## src/rtl/dfa_flow_ctx_ctrl.sv

```systemverilog
// Per-flow DFA context scheduler: restores a flow's saved state into the match
// engine at packet start, streams bytes, reports accepts, saves state at packet end.
module dfa_flow_ctx_ctrl #(
    parameter int unsigned NUM_FLOWS = 16,
    parameter int unsigned FLOW_W    = 4,
    parameter int unsigned STATE_W   = 11,
    parameter int unsigned OFS_W     = 16
) (
    input  logic               clk,
    input  logic               rst,
    input  logic               in_valid,
    output logic               in_ready,
    input  logic [7:0]         in_data,
    input  logic               in_sop,
    input  logic               in_eop,
    input  logic [FLOW_W-1:0]  in_flow,
    input  logic               clr_valid,
    input  logic [FLOW_W-1:0]  clr_flow,
    output logic [7:0]         eng_char,
    output logic               eng_char_vld,
    output logic [STATE_W-1:0] eng_state_in,
    output logic               eng_state_in_vld,
    input  logic [STATE_W-1:0] eng_state_out,
    input  logic               eng_accept,
    output logic               match_valid,
    output logic [FLOW_W-1:0]  match_flow,
    output logic [OFS_W-1:0]   match_offset,
    output logic               busy,
    output logic               err_sop,
    output logic [15:0]        drop_cnt
);

    localparam int unsigned DROP_W = 16;

    typedef enum logic [1:0] {
        S_IDLE = 2'd0,
        S_LOAD = 2'd1,
        S_RUN  = 2'd2,
        S_SAVE = 2'd3
    } state_t;

    state_t              state_q, state_d;
    logic [FLOW_W-1:0]   cur_flow_q, cur_flow_d;
    logic [OFS_W-1:0]    offset_q, offset_d;
    logic                first_q, first_d;
    logic                clr_pend_q, clr_pend_d;
    logic                err_sop_q, err_sop_d;
    logic [DROP_W-1:0]   drop_cnt_q, drop_cnt_d;
    logic                match_valid_q, match_valid_d;
    logic [FLOW_W-1:0]   match_flow_q, match_flow_d;
    logic [OFS_W-1:0]    match_offset_q, match_offset_d;
    logic [STATE_W-1:0]  ctx_q [NUM_FLOWS];
    logic [STATE_W-1:0]  ctx_d [NUM_FLOWS];

    logic                hs;

    // Engine drive and input handshake; held at zero while reset is asserted
    always_comb begin
        in_ready         = 1'b0;
        eng_char         = 8'd0;
        eng_char_vld     = 1'b0;
        eng_state_in     = '0;
        eng_state_in_vld = 1'b0;
        if (!rst) begin
            case (state_q)
                S_IDLE: in_ready = !in_sop;
                S_LOAD: begin
                    eng_state_in     = ctx_q[cur_flow_q];
                    eng_state_in_vld = 1'b1;
                end
                S_RUN: begin
                    in_ready = 1'b1;
                    if (in_valid) begin
                        eng_char     = in_data;
                        eng_char_vld = 1'b1;
                    end
                end
                default: ;
            endcase
        end
        hs = in_valid & in_ready;
    end

    // Next-state, context table update and match capture
    always_comb begin
        state_d        = state_q;
        cur_flow_d     = cur_flow_q;
        offset_d       = offset_q;
        first_d        = first_q;
        clr_pend_d     = clr_pend_q;
        err_sop_d      = err_sop_q;
        drop_cnt_d     = drop_cnt_q;
        match_valid_d  = eng_accept & eng_char_vld;
        match_flow_d   = match_flow_q;
        match_offset_d = match_offset_q;
        ctx_d          = ctx_q;

        case (state_q)
            S_IDLE: begin
                if (in_valid && in_sop) begin
                    cur_flow_d = in_flow;
                    state_d    = S_LOAD;
                end else if (hs && drop_cnt_q != '1) begin
                    drop_cnt_d = drop_cnt_q + DROP_W'(1);
                end
            end
            S_LOAD: begin
                offset_d = '0;
                first_d  = 1'b1;
                state_d  = S_RUN;
            end
            S_RUN: begin
                if (hs) begin
                    if (offset_q != '1) begin
                        offset_d = offset_q + OFS_W'(1);
                    end
                    first_d = 1'b0;
                    // The held sop beat of the current packet is its first byte
                    if (in_sop && !first_q) begin
                        err_sop_d = 1'b1;
                    end
                    if (in_eop) begin
                        state_d = S_SAVE;
                    end
                end
            end
            S_SAVE: begin
                ctx_d[cur_flow_q] = clr_pend_q ? '0 : eng_state_out;
                clr_pend_d        = 1'b0;
                state_d           = S_IDLE;
            end
            default: state_d = S_IDLE;
        endcase

        if (eng_accept && eng_char_vld) begin
            match_flow_d   = cur_flow_q;
            match_offset_d = offset_q;
        end

        // Clear applied last so it wins over a same-cycle save
        if (clr_valid) begin
            ctx_d[clr_flow] = '0;
            if ((state_q == S_LOAD || state_q == S_RUN) && clr_flow == cur_flow_q) begin
                clr_pend_d = 1'b1;
            end
        end
    end

    // State and context registers
    always_ff @(posedge clk or posedge rst) begin
        if (rst) begin
            state_q        <= S_IDLE;
            cur_flow_q     <= '0;
            offset_q       <= '0;
            first_q        <= 1'b0;
            clr_pend_q     <= 1'b0;
            err_sop_q      <= 1'b0;
            drop_cnt_q     <= '0;
            match_valid_q  <= 1'b0;
            match_flow_q   <= '0;
            match_offset_q <= '0;
            for (int i = 0; i < int'(NUM_FLOWS); i++) begin
                ctx_q[i] <= '0;
            end
        end else begin
            state_q        <= state_d;
            cur_flow_q     <= cur_flow_d;
            offset_q       <= offset_d;
            first_q        <= first_d;
            clr_pend_q     <= clr_pend_d;
            err_sop_q      <= err_sop_d;
            drop_cnt_q     <= drop_cnt_d;
            match_valid_q  <= match_valid_d;
            match_flow_q   <= match_flow_d;
            match_offset_q <= match_offset_d;
            ctx_q          <= ctx_d;
        end
    end

    assign match_valid  = match_valid_q;
    assign match_flow   = match_flow_q;
    assign match_offset = match_offset_q;
    assign busy         = (state_q != S_IDLE);
    assign err_sop      = err_sop_q;
    assign drop_cnt     = drop_cnt_q;

endmodule

```

## config.mk

```make
export PLATFORM = sky130hd
export DESIGN_NAME = dfa_flow_ctx_ctrl
export DESIGN_NICKNAME = d
export VERILOG_FILES = /design/src/rtl/dfa_flow_ctx_ctrl.sv
export SDC_FILE = /design/constraint.sdc
export NUM_CORES = 1
export LEC_CHECK = 0
export ABC_CLOCK_PERIOD_IN_PS = 7420
export BUFFER_PORTS_ARGS = -buffer_cell sky130_fd_sc_hd__buf_2
export CORE_MARGIN = 2
export CORE_UTILIZATION = 49
export CTS_CLUSTER_SIZE = 12
export DETAILED_ROUTE_END_ITERATION = 10
export GPL_TIMING_DRIVEN = 0
export PLACE_DENSITY = 0.7
export SYNTH_ARGS = -nofsm -noshare
export SYNTH_HDL_FRONTEND = slang
export SYNTH_SLANG_ARGS = --single-unit
```

## constraint.sdc

```tcl
create_clock -name clk -period 7.42 [get_ports clk]
set_input_delay 0.371 -clock clk [delete_from_list [all_inputs] [get_ports clk]]
set_output_delay 0.371 -clock clk [all_outputs]
set_load 0.02 [all_outputs]
```

==> impl_metrics.py <==
metrics = {
    "setup_path": {
        "crit_type": "reg2out",
        "crit_cells": 6,
        "critPathLaunchType": "register",
        "crit_family": "buffers and inverters",
        "crit_slowest_cell": "clkbuf_1",
        "worstRegToRegCells": 8,
        "slowest_delay_ns": 0.54,
        "crit_arrival_ns": 3.29,
        "crit_required_ns": 7.05,
        "cp_max_fo": 10,
        "crit_buf_inv": 3,
        "cp_cell_sequence": "clkbuf_1 > clkbuf_1 > mux4_2 > mux2i_1 > o22ai_1 > buf_2",
        "cpMostUsedCell": "clkbuf_1",
        "endpoint_kind": "output pin",
    },
    "placement": {
        "dp_cells": 1610,
        "place_hpwl_mm": 23.6,
        "io_buffers": 92,
        "routabilityCongestion": 0.945,
    },
    "global_routing": {
        "grt-busiest-layer": "met2",
        "grt_pass1_vias": 9583,
        "antenna_found_initial": 0,
        "groute.layer.met1.usage_pct": 36.3,
        "grtUsageMet2_pct": 43.5,
        "grtUsageMet3_pct": 5.66,
        "grt_max_degree": 89,
        "grt.total_usage_pct": 26.8,
        "grt_overflow_total": 0,
        "grt_pass1_wl_mm": 53.8,
    },
    "sta": {
        "max_freq_mhz": 273,
        "fin_setup_tns_ns": 0,
        "fin_crit_sh_pct": 49.4,
        "fin_skew_ns": 0.0114,
        "rsz0062_at_grt": "no",
        "setup-violations-final": 0,
        "hold_viol": 0,
        "layout_min_cycle_time_ns": 3.66,
        "tightest_slew_ns": 0.909,
        "relSlewSlack_pct": 39.4,
        "slew_viol_final": 0,
    },
    "flow_run": {
        "drv_cap": 0,
    },
    "pwr": {
        "p_per_area_nw_per_um2": 397,
        "seqPwrFrac_pct": 37.9,
        "combPwrFrac_pct": 38.4,
        "p_sw_mw": 2.07,
        "switching_share_pct": 38.1,
        "p_leak_nw": 6.28,
        "p_int_mw": 3.38,
        "vdd_ir_drop_max_mv": 0.311,
        "p_clk_share_pct": 23.7,
    },
    "floorplanning": {
        "initial_utilization_pct": 49.5,
        "dieWidth_um": 160,
        "ios": 95,
        "die_h_um": 160,
        "design.die.area_um2": 25600,
        "num_rows": 57,
        "core_um2": 24100,
    },
    "synthesis": {
        "yosysUniqueCellTypes": 59,
        "syn_area_per_cell_um2": 10.0,
        "seq_area_frac_synth_pct": 49.9,
        "synthCells": 1192,
        "yosys-top-cells-area": "dfrtp_1 50%, mux4_2 8.3%, a21oi_1 6.0%, nand2_1 6.0%, mux2i_1 5.6%",
        "synth_fp_nets": 1233,
        "synth_ff_type": "dfrtp_1",
        "synth_top_area_cell": "dfrtp_1",
        "synth_area_um2": 11900,
        "ys_async_sr_fraction_pct": 100,
        "ys_ff_latch": 238,
        "synth_top_cell_area_share_pct": 49.9,
        "yosysWarnings": 0,
        "synth_edf_count": 0,
    },
    "cells_and_area": {
        "nNetsFinal": 1357,
        "drive_gt1_share_pct": 18.1,
        "antenna_cells": 0,
        "area_growth_pct": 15.0,
        "instances_no_fill": 1659,
        "fillerInstances": 2134,
    },
    "cts": {
        "cts_root_buffer": "clkbuf_16",
        "cts.reportedPaths.clkPinSlew_ns": 0.06,
        "cts_buffers": 27,
        "clk_latency_ns": 0.55,
        "htree_levels": 1,
        "clkSinkCount": 238,
        "ctsResizeCount": 0,
        "cts_tree": "done",
        "clock_path_buffers": 3,
    },
    "drt": {
        "wl_per_cell_um": 20.5,
        "firstDrtPassIters": 5,
        "drc": 0,
        "totalWireLength_mm": 34.0,
        "routed-via-count": 9716,
        "drtIter0Drc": 979,
        "ant_nets": 0,
        "via_per_inst": 5.86,
    },
    "worst_hold_path": {
        "holdPathStages": 2,
        "hp-class": "in2reg",
    },
    "run_status": {
        "status": "finished, final reports clean",
    },
}
## placed cells by master, fill, tap and decap left out, types with 2 or more instances in the layout
cell,instances
clkbuf_16,27
clkbuf_8,8
buf_2,111
nand2_1,190
nand4_1,8
clkbuf_1,95
nor4_1,8
mux2_2,25
inv_1,13
o311a_1,2
nand3b_1,7
ha_1,7
inv_8,2
nor3b_1,3
nor3_1,14
buf_4,3
xor2_1,12
a221o_1,2
nand3_1,18
dfrtp_1,238
clkinv_2,7
o21ai_0,104
buf_16,2
o22ai_1,14
a41oi_1,2
and3_1,5
and2_1,9
mux2i_1,67
a31oi_1,2
mux4_2,44
nand2b_1,6
buf_1,3
a21oi_1,144
nor2_1,74
o31ai_1,3
o211ai_1,2
nor2b_1,14
or3_1,5
xnor2_1,8
## sequential cells by signal, indices dropped and copies added (netlist names)
name	count
offset_q	16
drop_cnt	16
ctx_q	176
match_valid	1
first_q	1
match_offset	16
cur_flow_q	4
match_flow	4
state_q	2
clr_pend_q	1
err_sop	1
## power by group through the flow
stage / Sequential [mW] / Clock [mW] / Combinational, mW
after floorplan: 2.00 / 0 / 1.44
after global placement: 2.06 / 0 / 2.01
after detailed placement: 2.07 / 0 / 2.06
after CTS: 2.06 / 1.31 / 2.06
after global routing: 2.11 / 1.36 / 2.25
final: 2.07 / 1.29 / 2.09
## cells by family after synthesis
family / after synthesis / share of synthesized area, %
simple gates: 370 / 14.0
mux: 136 / 16.3
xor+xnor: 20 / 1.47
fa+ha+maj: 7 / 0.734
compound gates: 290 / 13.2
flops: 238 / 49.9
buf+inv: 131 / 4.43
## stage by stage
step	power, mW	setup WS (ns)	hold WS [ns]	utilization [%]	instance area, µm²
after detailed placement	4.13	4.44	0.476	53.3	12900
after global routing	5.73	3.65	0.0613	56.9	13700
after global placement	4.06	-2.38	0.455	53.1	12800
after floorplan	3.44	0.518	0.481	-	11900
after CTS	5.43	3.87	0.0517	56.9	13700
final	5.45	3.76	0.0686	56.9	13700
## final timing paths
kind                               start  slack (ns)               to
min                           in_flow[0]        0.07    cur_flow_q[0]
max in group asynchronous            rst        5.72       ctx_q[150]
min in group asynchronous            rst        0.50     drop_cnt[11]
max                        cur_flow_q[1]        3.76  eng_state_in[7]
min reg2reg                      err_sop        0.48          err_sop
max reg2reg                   state_q[0]        4.96    match_flow[3]
## final cells by class
type                            count  area, µm²  share of cell area, %
Sequential cell                   238       5960                   43.4
Multi-Input combinational cell    823       5450                   39.7
Clock buffer                       39        801                   5.83
Timing Repair Buffer               95        526                   3.83
Buffer                            117        475                   3.46
Tap cell                          324        405                   2.95
Inverter                           14       60.1                  0.438
Clock inverter                      9       55.1                  0.401
## metal layers
metal / wire, µm / vias to the layer above / share of wire, %
met5: 0 / - / 0
met4: 1180 / 0 / 3.5
met3: 2880 / 78 / 8.5
met2: 15700 / 438 / 46
met1: 14300 / 4772 / 42
li1: - / 4428 / -
## repair_timing
item,CTS,global route
hold endpoints to repair,74,0
setup buffers,0,0
hold buffers,1,0
## worst reg2reg max path, stage by stage (launching register included)
cell      delay [ns]
dfrtp_1         0.41
inv_1           0.10
ha_1            0.20
clkbuf_1        0.22
nand3b_1        0.22
inv_1           0.12
nand2_1         0.15
buf_1           0.50
mux2_2          0.41
## cell usage after synthesis (3+ instances only)
library cell,number
xor2_1,12
buf_1,3
o21ai_0,104
nor3b_1,3
nand4_1,8
buf_2,19
nand2_1,190
nand2b_1,6
mux2_2,25
nor2b_1,14
ha_1,7
mux2i_1,67
inv_1,14
and2_1,9
nand3_1,18
o22ai_1,14
or3_1,5
buf_4,3
xnor2_1,8
nor3_1,14
nand3b_1,7
nor2_1,74
o31ai_1,3
mux4_2,44
a21oi_1,144
nor4_1,8
dfrtp_1,238
and3_1,5
clkbuf_1,91
No activity file was read; power rests on OpenSTA's default activity.
